[src/rtl/yt_system_pio_key.sv]
// yt_system_pio_key: debounced key/switch PIO with edge capture and IRQ.
// Ports: clk, reset_n (async low), Avalon-MM slave (address, chipselect,
//   write_n, writedata, readdata with read latency 1), in_port (async keys),
//   irq (level, OR of edge_capture & irq_mask).
module yt_system_pio_key #(
    parameter int               WIDTH        = 4,
    parameter int               DEBOUNCE_CNT = 50000,
    parameter int               EDGE_MODE    = 1,
    parameter logic [WIDTH-1:0] RESET_LEVEL  = {WIDTH{1'b1}}
) (
    input  logic             clk,
    input  logic             reset_n,
    input  logic [2:0]       address,
    input  logic             chipselect,
    input  logic             write_n,
    input  logic [31:0]      writedata,
    input  logic [WIDTH-1:0] in_port,
    output logic [31:0]      readdata,
    output logic             irq
);

    // Counter width never collapses to zero, even in bypass mode.
    localparam int CW = (DEBOUNCE_CNT > 0) ? $clog2(DEBOUNCE_CNT + 1) : 1;
    localparam logic [CW-1:0] TERM =
        (DEBOUNCE_CNT > 0) ? CW'(DEBOUNCE_CNT - 1) : '0;

    logic [WIDTH-1:0] sync1;
    logic [WIDTH-1:0] sync2;
    logic [WIDTH-1:0] stable;
    logic [WIDTH-1:0] stable_d;
    logic [CW-1:0]    cnt [WIDTH];
    logic [WIDTH-1:0] irq_mask;
    logic [WIDTH-1:0] edge_capture;
    logic [WIDTH-1:0] rise;
    logic [WIDTH-1:0] fall;
    logic [WIDTH-1:0] edge_hit;
    logic [WIDTH-1:0] clr;
    logic             wr;
    logic [31:0]      rd_mux;
    logic             unused_wdata;

    assign unused_wdata = &{1'b0, writedata[31:WIDTH]};

    // Two-flop synchronizer
    always_ff @(posedge clk or negedge reset_n) begin
        if (!reset_n) begin
            sync1 <= RESET_LEVEL;
            sync2 <= RESET_LEVEL;
        end else begin
            sync1 <= in_port;
            sync2 <= sync1;
        end
    end

    // Debounce: a new level is accepted only after it has differed from
    // the stable level for DEBOUNCE_CNT consecutive cycles.
    generate
        if (DEBOUNCE_CNT == 0) begin : g_bypass
            always_ff @(posedge clk or negedge reset_n) begin
                if (!reset_n) begin
                    stable <= RESET_LEVEL;
                    for (int i = 0; i < WIDTH; i++) cnt[i] <= '0;
                end else begin
                    stable <= sync2;
                    for (int i = 0; i < WIDTH; i++) cnt[i] <= '0;
                end
            end
        end else begin : g_debounce
            always_ff @(posedge clk or negedge reset_n) begin
                if (!reset_n) begin
                    stable <= RESET_LEVEL;
                    for (int i = 0; i < WIDTH; i++) cnt[i] <= '0;
                end else begin
                    for (int i = 0; i < WIDTH; i++) begin
                        if (sync2[i] == stable[i]) begin
                            cnt[i] <= '0;
                        end else if (cnt[i] == TERM) begin
                            stable[i] <= sync2[i];
                            cnt[i]    <= '0;
                        end else begin
                            cnt[i] <= cnt[i] + 1'b1;
                        end
                    end
                end
            end
        end
    endgenerate

    always_ff @(posedge clk or negedge reset_n) begin
        if (!reset_n) stable_d <= RESET_LEVEL;
        else          stable_d <= stable;
    end

    assign rise = stable & ~stable_d;
    assign fall = ~stable & stable_d;
    assign edge_hit = (EDGE_MODE == 0) ? rise :
                      (EDGE_MODE == 1) ? fall : (rise | fall);

    assign wr  = chipselect & ~write_n;
    assign clr = (wr && address == 3'd3) ? writedata[WIDTH-1:0] : '0;

    // A new edge wins over a simultaneous write-1-to-clear.
    always_ff @(posedge clk or negedge reset_n) begin
        if (!reset_n) begin
            irq_mask     <= '0;
            edge_capture <= '0;
        end else begin
            if (wr && address == 3'd2) irq_mask <= writedata[WIDTH-1:0];
            edge_capture <= (edge_capture & ~clr) | edge_hit;
        end
    end

    always_comb begin
        rd_mux = '0;
        case (address)
            3'd0:    rd_mux[WIDTH-1:0] = stable;
            3'd2:    rd_mux[WIDTH-1:0] = irq_mask;
            3'd3:    rd_mux[WIDTH-1:0] = edge_capture;
            default: rd_mux = '0;
        endcase
    end

    // Read data is registered every cycle regardless of chipselect.
    always_ff @(posedge clk or negedge reset_n) begin
        if (!reset_n) readdata <= '0;
        else          readdata <= rd_mux;
    end

    assign irq = |(edge_capture & irq_mask);

endmodule

[config.mk]
export PLATFORM = sky130hd
export DESIGN_NAME = yt_system_pio_key
export DESIGN_NICKNAME = d
export VERILOG_FILES = /design/src/rtl/yt_system_pio_key.sv
export SDC_FILE = /design/constraint.sdc
export NUM_CORES = 1
export LEC_CHECK = 0
export CAP_MARGIN = 0
export CELL_PAD_IN_SITES_DETAIL_PLACEMENT = 0
export CELL_PAD_IN_SITES_GLOBAL_PLACEMENT = 1
export CORE_MARGIN = 2
export CORE_UTILIZATION = 35
export CTS_CLUSTER_DIAMETER = 50
export DETAILED_ROUTE_END_ITERATION = 8
export PLACE_DENSITY = 0.78
export SYNTH_ARGS = -nofsm -noshare
export SYNTH_HDL_FRONTEND = slang
export SYNTH_SLANG_ARGS = --single-unit
[constraint.sdc]
create_clock -name clk -period 3.9 [get_ports clk]
set_clock_uncertainty 0.2 [all_clocks]
set_input_delay 0.39 -clock clk [delete_from_list [all_inputs] [get_ports clk]]
set_output_delay 0.39 -clock clk [all_outputs]
set_load 0.1 [all_outputs]
# After elaboration in Yosys (flattened, before gate mapping)
# Cells that the tools add are included.
totals:
  regBits: 92
  in_bits: 43
  elab_cells: 58
classes:
  addsub: 4
  eq_ne: 10
  mux: 10
  bitwise_logic: 12
  n_reduce_logical: 8
op_table:
  columns: ["cell", "count"]
  rows:
  - ["$mux W16", 8]
  - ["$add A16 B1 Y16 const B", 4]
  - ["$eq A16 B16 Y1 const B", 4]
  - ["$and A4 B4 Y4", 3]
  - ["$pmux W4 S3", 1]
  - ["$not A4 Y4", 2]
  - ["$reduce_and A2 Y1", 4]
  - ["$eq A3 B2 Y1 const B", 2]
  - ["$not A1 Y1", 5]
  - ["$eq A1 B1 Y1", 4]
  - ["$mux W4", 1]
  - ["$or A4 B4 Y4", 1]
  - ["$reduce_or A4 Y1", 1]
  - ["$logic_not A3 Y1", 1]
  - ["$logic_and A1 B1 Y1", 2]
  - ["$and A1 B1 Y1", 1]

# Logic depth before layout (Yosys ltp)
# Gate-level depths: netlist of run 1.
logic_depth:
  word_depth: 7
  ltp_mapped: 6

# Worst setup path after synthesis of run 1
# No wires, ideal clock.
synth_timing:
  kind: "register to register"
  start: "register cnt[58] in the netlist's numbering"
  end: "register cnt[56] in the netlist's numbering"
  setup_time_ns: 0.119
  arrival_ns: 1.534
  required_ns: 3.581
  setup_slack_ns: 2.048
  path_stages_with_launch: 5
  path_buffers: 1
  path_cell_list: "dfrtp_1 > or3_1 > o41ai_4 > buf_6 > nor2_1"
synth_via:
  elab_chain_len: 3
synth_lines:
  columns: ["element", "line_no", "text"]
  rows:
  - ["from (decl)", "31", "logic [CW-1:0] cnt [WIDTH];"]
  - ["from (signal, indexed assignment)", "81", "cnt[i] <= cnt[i] + 1'b1;"]
  - ["$eq A16 B16 Y1", "77", "end else if (cnt[i] == TERM) begin"]
  - ["$mux W16", "77", null]
  - ["$mux W16", "75", "if (sync2[i] == stable[i]) begin"]
# No other way between the ends.
# A chain may end at the register's enable or synchronous reset.

# Final worst setup path of run 1
layout_timing:
  start: "register edge_capture[1]"
  end: "output port irq"
layout_via:
  elab_chain_len: 2
layout_lines:
  columns: ["element", "line_no", "text"]
  rows:
  - ["from (decl)", "33", "logic [WIDTH-1:0] edge_capture;"]
  - ["from (signal assigned)", "109", "edge_capture <= (edge_capture & ~clr) | edge_hit;"]
  - ["$and A4 B4 Y4", "129", "assign irq = |(edge_capture & irq_mask);"]
  - ["$reduce_or A4 Y1", "129", null]
  - ["to (decl)", "19", "output logic irq"]
# No other way between the ends.

==> summary.md, run 1 <==
| Metric | Value |
|---|---|
| Clock period minus worst slack | `2.65 ns` |
| Htree depth | `3` |
| Slew of the pin with the lowest slew margin | `1.04 ns` |
| Initial Util | `35.5%` |
| Clk_lat worst skew | `0.35 ns` |
| Max FO, Critical Path | `3` |
| Nets | `494` |
| Initial antenna violation count | `0` |
| Post-synthesis adder-cell area fraction | `1.13%` |
| Most common cell after layout, fill and taps aside | `nor2_1` |
| XOR/XNOR Fraction of Synth Area | `11.8%` |
| CP Capture Type | `primary output` |
| Area Overhead vs Synth | `13.7%` |
| Worst IR drop on VDD | `0.253 mV` |
| CP arrival | `2.06 ns` |
| Die width | `117 um` |
| CP required | `3.31 ns` |
| Clock sinks | `92` |
| # hold bufs at CTS | `0` |
| Vias per cell | `4.67` |
| Mux contribution to synthesized area | `2.93%` |
| Critical path class | `flop to primary output` |
| IO buf count | `19` |
| Vias in the first global route | `2,914` |
| Power Density | `455 nW/um2` |
| DRC errors left | `0` |
| CP cell instances | `a22oi_1, nand2_1, clkdlybuf4s50_1` |
| HP Class | `primary input to async pin` |
| Most frequent cells in the layout | `nor2_1 (81), dfrtp_1 (76), xnor2_1 (47)` |
| Top_reg_cell synth | `dfrtp_1` |
| Die Y | `117 um` |
| Final setup vio count | `0` |
| I/O Pins | `76` |
| Relative slew slack | `30.4%` |
| Core Region | `12,500 um2` |
| Die Area | `13,600 um2` |
| Gr usage total | `12.5%` |
| Post-DP HPWL | `5100 um` |
| Syn avg cell area | `10.4 um2` |
| Max Cap Viol | `0` |
| Clock root cell | `clkbuf_16` |
| Fmax achieved | `0.377 GHz` |
| TNS Setup | `0 ns` |
| Fraction of the mapped netlist area in simple logic gates | `21.5%` |
| Mapped Cells | `427` |
| TritonCTS clock tree | `yes` |
| Drt wl/cell | `12.4 um` |
| Global route overflow | `0` |
| Synth warn | `0` |
| Synth Register Bits | `92` |
| Period utilisation layout | `68.0%` |
| Cell variety after synth | `31` |
| Sequential share of the synthesized area | `52.3%` |
| Slowest cell on the critical path | `clkdlybuf4s50_1` |
| Row cnt | `41` |
| Outcome | `complete, no violations` |
| Placed cells | `608` |
| Vias | `2,911` |
| Area of the mapped netlist | `4440 um2` |
| Fin cells | `624` |
| Iteration-0 DRC Markers | `278` |
| Num CTS Buffers | `9` |
| First-pass GRT wire length | `13,400 um` |
| Leak Pwr | `2.04 nW` |
| Final Max Tran Viols | `0` |
| Layout cells sized above 1 | `9.96%` |
| Post-CTS Resized | `0` |
| Antenna diodes | `0` |
| Largest net degree at the start of global routing | `86` |
| Placed Instance Area | `4680 um2` |
| DR pass1 iterations | `4` |
| Postcts setup bufs | `0` |
| Post-synth EDFFs | `0` |
| Clock-pin slew on the worst setup and hold paths | `0.07 ns` |
| DRT antenna net count | `0` |
| RSZ-0062 raised after global routing | `false` |
| Final instance area | `5050 um2` |
| Complex-gate fraction of the synthesized area | `2.93%` |
| Routability Congestion | `0.825` |
| Worst path max stage delay | `1.14 ns` |
| Async SR Flop Fraction | `100%` |
| CTS Buffer Depth | `2` |
| Crit start category | `flop` |
| Final wirelength | `7720 um` |
| Final hold violations | `0` |
| Largest family of logic cells by synthesized area | `simple AND/OR/NAND/NOR gates` |
==> layer usage <==
| layer | routed length (um) | GRT usage (%) | share of wire, % |
|---|---|---|---|
| met5 | 0 | 0 | 0 |
| met4 | 185 | 7.22 | 2.4 |
| met3 | 215 | 2.75 | 2.8 |
| met2 | 3490 | 19.4 | 45 |
| met1 | 3830 | 16.3 | 50 |
==> Yosys cell counts, drive strengths merged, types with 3 or more instances <==
cell / count / area (um2)
nand3: 20 / 100
nor4: 21 / 131
nor2: 81 / 304
ha: 4 / 50.1
clkbuf: 5 / 18.8
nand4: 20 / 125
mux2i: 4 / 40.0
xor2: 13 / 114
and3: 5 / 31.3
nor4b: 3 / 32.5
buf: 33 / 254
dfstp: 16 / 420
dfrtp: 76 / 1900
mux2: 8 / 90.1
xnor2: 47 / 412
inv: 14 / 52.6
nor3: 12 / 60.1
nor4bb: 4 / 40.0
a31oi: 4 / 25.0
nand2: 22 / 82.6
a22o: 4 / 35.0
==> metrics by stage <==
step / hold slack, ns / utilization (%) / worst slack, ns / power, mW
6_report: 0.0194 / 40.4 / 1.25 / 2.30
5_1_grt: 0.125 / 40.4 / 1.18 / 2.38
4_1_cts: 0.0749 / 40.4 / 1.24 / 2.33
3_5_place_dp: 0.147 / 37.4 / 1.60 / 1.25
3_3_place_gp: 0.146 / 37.4 / 1.64 / 1.24
2_1_floorplan: -0.106 / - / 2.05 / 1.22
==> path summary, 6_finish.rpt <==
kind | startpoint | to | slack (ns) | cells past startpoint
min in group clk | sync1[1] | sync2[1] | 0.15 | 0
max reg2reg | cnt[32] | cnt[39] | 1.61 | 4
min | reset_n | cnt[44] | 0.02 | 1
min reg2reg | sync1[1] | sync2[1] | 0.15 | 0
max | edge_capture[1] | irq | 1.25 | 3
max in group asynchronous | reset_n | cnt[61] | 2.75 | 2
==> state kept, by name, indices dropped and copies added, names as in the netlist <==
name          flops
cnt              64
stable_d          4
sync1             4
irq_mask          4
sync2             4
readdata          4
edge_capture      4
stable            4
==> report_power, final <==
group          switching (mW)  total, mW  internal [mW]
clock                   0.376       1.07          0.695
sequential             0.0221       1.01          0.984
combinational           0.182      0.222         0.0405
==> final cells by class <==
type / count / area [um2]
repair buffers: 20 / 195
well taps: 172 / 215
flip-flops and latches: 92 / 2320
clock buffers: 9 / 225
fillers: 1225 / 7470
inverters: 14 / 52.6
clock inverters: 7 / 145
multi-input cells: 310 / 1900
==> critical path: cells and delay by family, from the launching register on <==
kind | cells | cell delay [ns]
AND/OR/NAND/NOR | 1 | 0.10
AO/OA/AOI/OAI | 1 | 0.10
buffers and inverters | 1 | 1.14
flip-flops | 1 | 0.38
==> cell families after synthesis <==
| group | after synthesis |
|---|---|
| AND/OR/NAND/NOR | 194 |
| flip-flops | 92 |
| XOR/XNOR | 60 |
| other | 1 |
| multiplexers | 12 |
| AO/OA/AOI/OAI | 12 |
| adder cells (fa/ha/maj) | 4 |
| buffers and inverters | 52 |
Power figures use the tool's default switching activity.
==> run 2, diff against run 1 <==
- PLACE_DENSITY: 0.78 -> 0.81
- clock period: 3.9 -> 2.25 ns (I/O delays scaled with it)
==> run 2 against run 1 <==
Against the previous run: critical path depth is 2 higher; non-clock buffer count is 7 higher; clock power is 46% higher; clock-buffer cell count is 3 higher; die area stayed put; sequential cell count stayed put; power is 61% higher; first-iteration DRC count is 41% lower; cell count is 1.1% higher; sequential power is 72% higher; via count is 0.55% higher; combinational power is 79% higher.
==> summary.md, run 2 (synthesis results as in run 1) <==
| Metric | Value |
|---|---|
| Post-CTS Resized | `0 (unchanged)` |
| Reg2reg setup slack | `0.24 ns (was 1.61 ns)` |
| CP cell instances | `nor4_1, nand3b_1, o41ai_4, buf_4, nor2_1 (was a22oi_1, nand2_1, clkdlybuf4s50_1)` |
| Largest Register | `cnt (unchanged)` |
| Initial Util | `35.5% (unchanged)` |
| Most common cell after layout, fill and taps aside | `nor2_1 (unchanged)` |
| HP Class | `primary input to flop (was primary input to async pin)` |
| IO buf count | `19 (unchanged)` |
| Drt wl/cell | `12.3 um (was 12.4 um)` |
| Outcome | `complete, no violations (unchanged)` |
| Clock-pin slew on the worst setup and hold paths | `0.07 ns (about the same)` |
| Vias | `2,927 (was 2,911)` |
| Leak Pwr | `2.07 nW (was 2.04 nW)` |
| Core Region | `12,500 um2 (unchanged)` |
| CP arrival | `2.04 ns (was 2.06 ns)` |
| Global route overflow | `0 (unchanged)` |
| CP required | `2.28 ns (was 3.31 ns)` |
| Routability Congestion | `0.826 (was 0.825)` |
| Vias in the first global route | `2,870 (was 2,914)` |
| DRC errors left | `0 (unchanged)` |
| Nets | `501 (was 494)` |
| TNS Setup | `0 ns (unchanged)` |
| Fmax achieved | `0.498 GHz` |
| CP delay by family, top | `simple AND/OR/NAND/NOR gates (was buffers and inverters)` |
| DR pass1 iterations | `4 (unchanged)` |
| Critical path buffer and inverter count | `1 (unchanged)` |
| Dpl ws | `0.265 ns (was 1.60 ns)` |
| Worst setup margin | `0.241 ns (was 1.25 ns)` |
| Period utilisation layout | `89.3%` |
| Max Cap Viol | `0 (unchanged)` |
| Final setup vio count | `0 (unchanged)` |
| Final hold violations | `0 (unchanged)` |
| Worst IR drop on VDD | `0.330 mV (was 0.253 mV)` |
| Post-DP HPWL | `5400 um (was 5100 um)` |
| Worst path max stage delay | `0.51 ns (was 1.14 ns)` |
| Iteration-0 DRC Markers | `164 (was 278)` |
| I/O Pins | `76 (unchanged)` |
| Vias per cell | `4.64 (was 4.67)` |
| Clock root cell | `clkbuf_16 (unchanged)` |
| DRT antenna net count | `0 (unchanged)` |
| CTS Buffer Depth | `2 (unchanged)` |
| First-pass GRT wire length | `13,800 um (was 13,400 um)` |
| Final core utilization | `40.3% (was 40.4%)` |
| Antenna diodes | `0 (unchanged)` |
| CP Capture Type | `flop (was primary output)` |
| Tot Pwr | `3.70 mW (was 2.30 mW)` |
| Die width | `117 um (unchanged)` |
| TritonCTS clock tree | `yes (unchanged)` |
| Slowest cell on the critical path | `o41ai_4 (was clkdlybuf4s50_1)` |
| Num CTS Buffers | `9 (unchanged)` |
| Power Density | `733 nW/um2 (was 455 nW/um2)` |
| Area Overhead vs Synth | `13.7% (about the same)` |
| Layout cells sized above 1 | `12.0% (was 9.96%)` |
| Crit start category | `flop (unchanged)` |
| Initial antenna violation count | `0 (unchanged)` |
| Die Area | `13,600 um2 (unchanged)` |
| Clock sinks | `92 (unchanged)` |
| Max FO, Critical Path | `7 (was 3)` |
| Clock period minus worst slack | `2.01 ns` |
| Die Y | `117 um (unchanged)` |
| Clk_lat worst skew | `0.34 ns (was 0.35 ns)` |
| Critical path class | `flop to flop (was flop to primary output)` |
| Htree depth | `3 (unchanged)` |
| Final Max Tran Viols | `0 (unchanged)` |
| Final wirelength | `7760 um (was 7720 um)` |
| Max reg flops | `64 (unchanged)` |
| RSZ-0062 raised after global routing | `false (unchanged)` |
| Row cnt | `41 (unchanged)` |
| Gr usage total | `12.8% (was 12.5%)` |
| Most frequent cells in the layout | `nor2_1 (81), dfrtp_1 (76), xnor2_1 (47) (unchanged)` |
| Largest net degree at the start of global routing | `58 (was 86)` |
[run 2: changes by cell type in the layout (fill, tap and decap cells not counted), moves of 2 or more]
cell             before  now
buf_4                 2   12
bufinv_16             4    1
clkbuf_8              0    2
clkdlybuf4s50_1      18   13
clkinv_4              0    2
[run 2: final cells by class]
type	count	area (um2)
multi-input combinational	310	1900
tap	172	215
timing repair buffer	27	250
clock buffer	12	256
inverter	14	52.6
sequential	92	2320
clock inverter	4	56.3
fill	1206	7470
[run 2: timing repair]
| item | CTS | global route |
|---|---|---|
| endpoints found under the hold margin | 33 | 0 |
| setup buffers | 0 | 0 |
| hold buffers | 1 | 0 |
[run 2: report_power, final]
| part | switching, mW | total (mW) | internal (mW) | leakage [nW] |
|---|---|---|---|---|
| clock | 0.631 | 1.56 | 0.930 | 0.153 |
| sequential | 0.0373 | 1.74 | 1.71 | 1.21 |
| combinational | 0.318 | 0.397 | 0.0782 | 0.702 |
[run 2: stage by stage]
stage	area [um2]	std cells	hold WS, ns
5_1_grt	5050	631	0.0848
3_5_place_dp	4730	614	0.0201
3_3_place_gp	4730	614	0.0106
4_1_cts	5050	631	0.0801
6_report	5050	631	0.0884
2_1_floorplan	4540	454	-0.271
[run 2: worst paths after layout]
kind                             to        from  cells past startpoint
max                         cnt[46]     cnt[44]                      5
min                        sync1[3]  in_port[3]                      1
max reg2reg                 cnt[46]     cnt[44]                      5
min reg2reg                sync2[2]    sync1[2]                      0
max in group asynchronous  sync1[2]     reset_n                      3
min in group asynchronous   cnt[43]     reset_n                      2
[run 2: per-layer routing]
metal,up-vias,wire (um),track usage (%)
met1,1404,3840,17.3
li1,1464,-,-
met5,-,0,0
met3,11,276,2.96
met4,0,121,5.18
met2,48,3530,19.9
[run 2: worst reg2reg max path, cell delays in order, from the launching register on]
cell,delay [ns]
dfrtp_1,0.42
nor4_1,0.30
nand3b_1,0.18
o41ai_4,0.51
buf_4,0.23
nor2_1,0.06
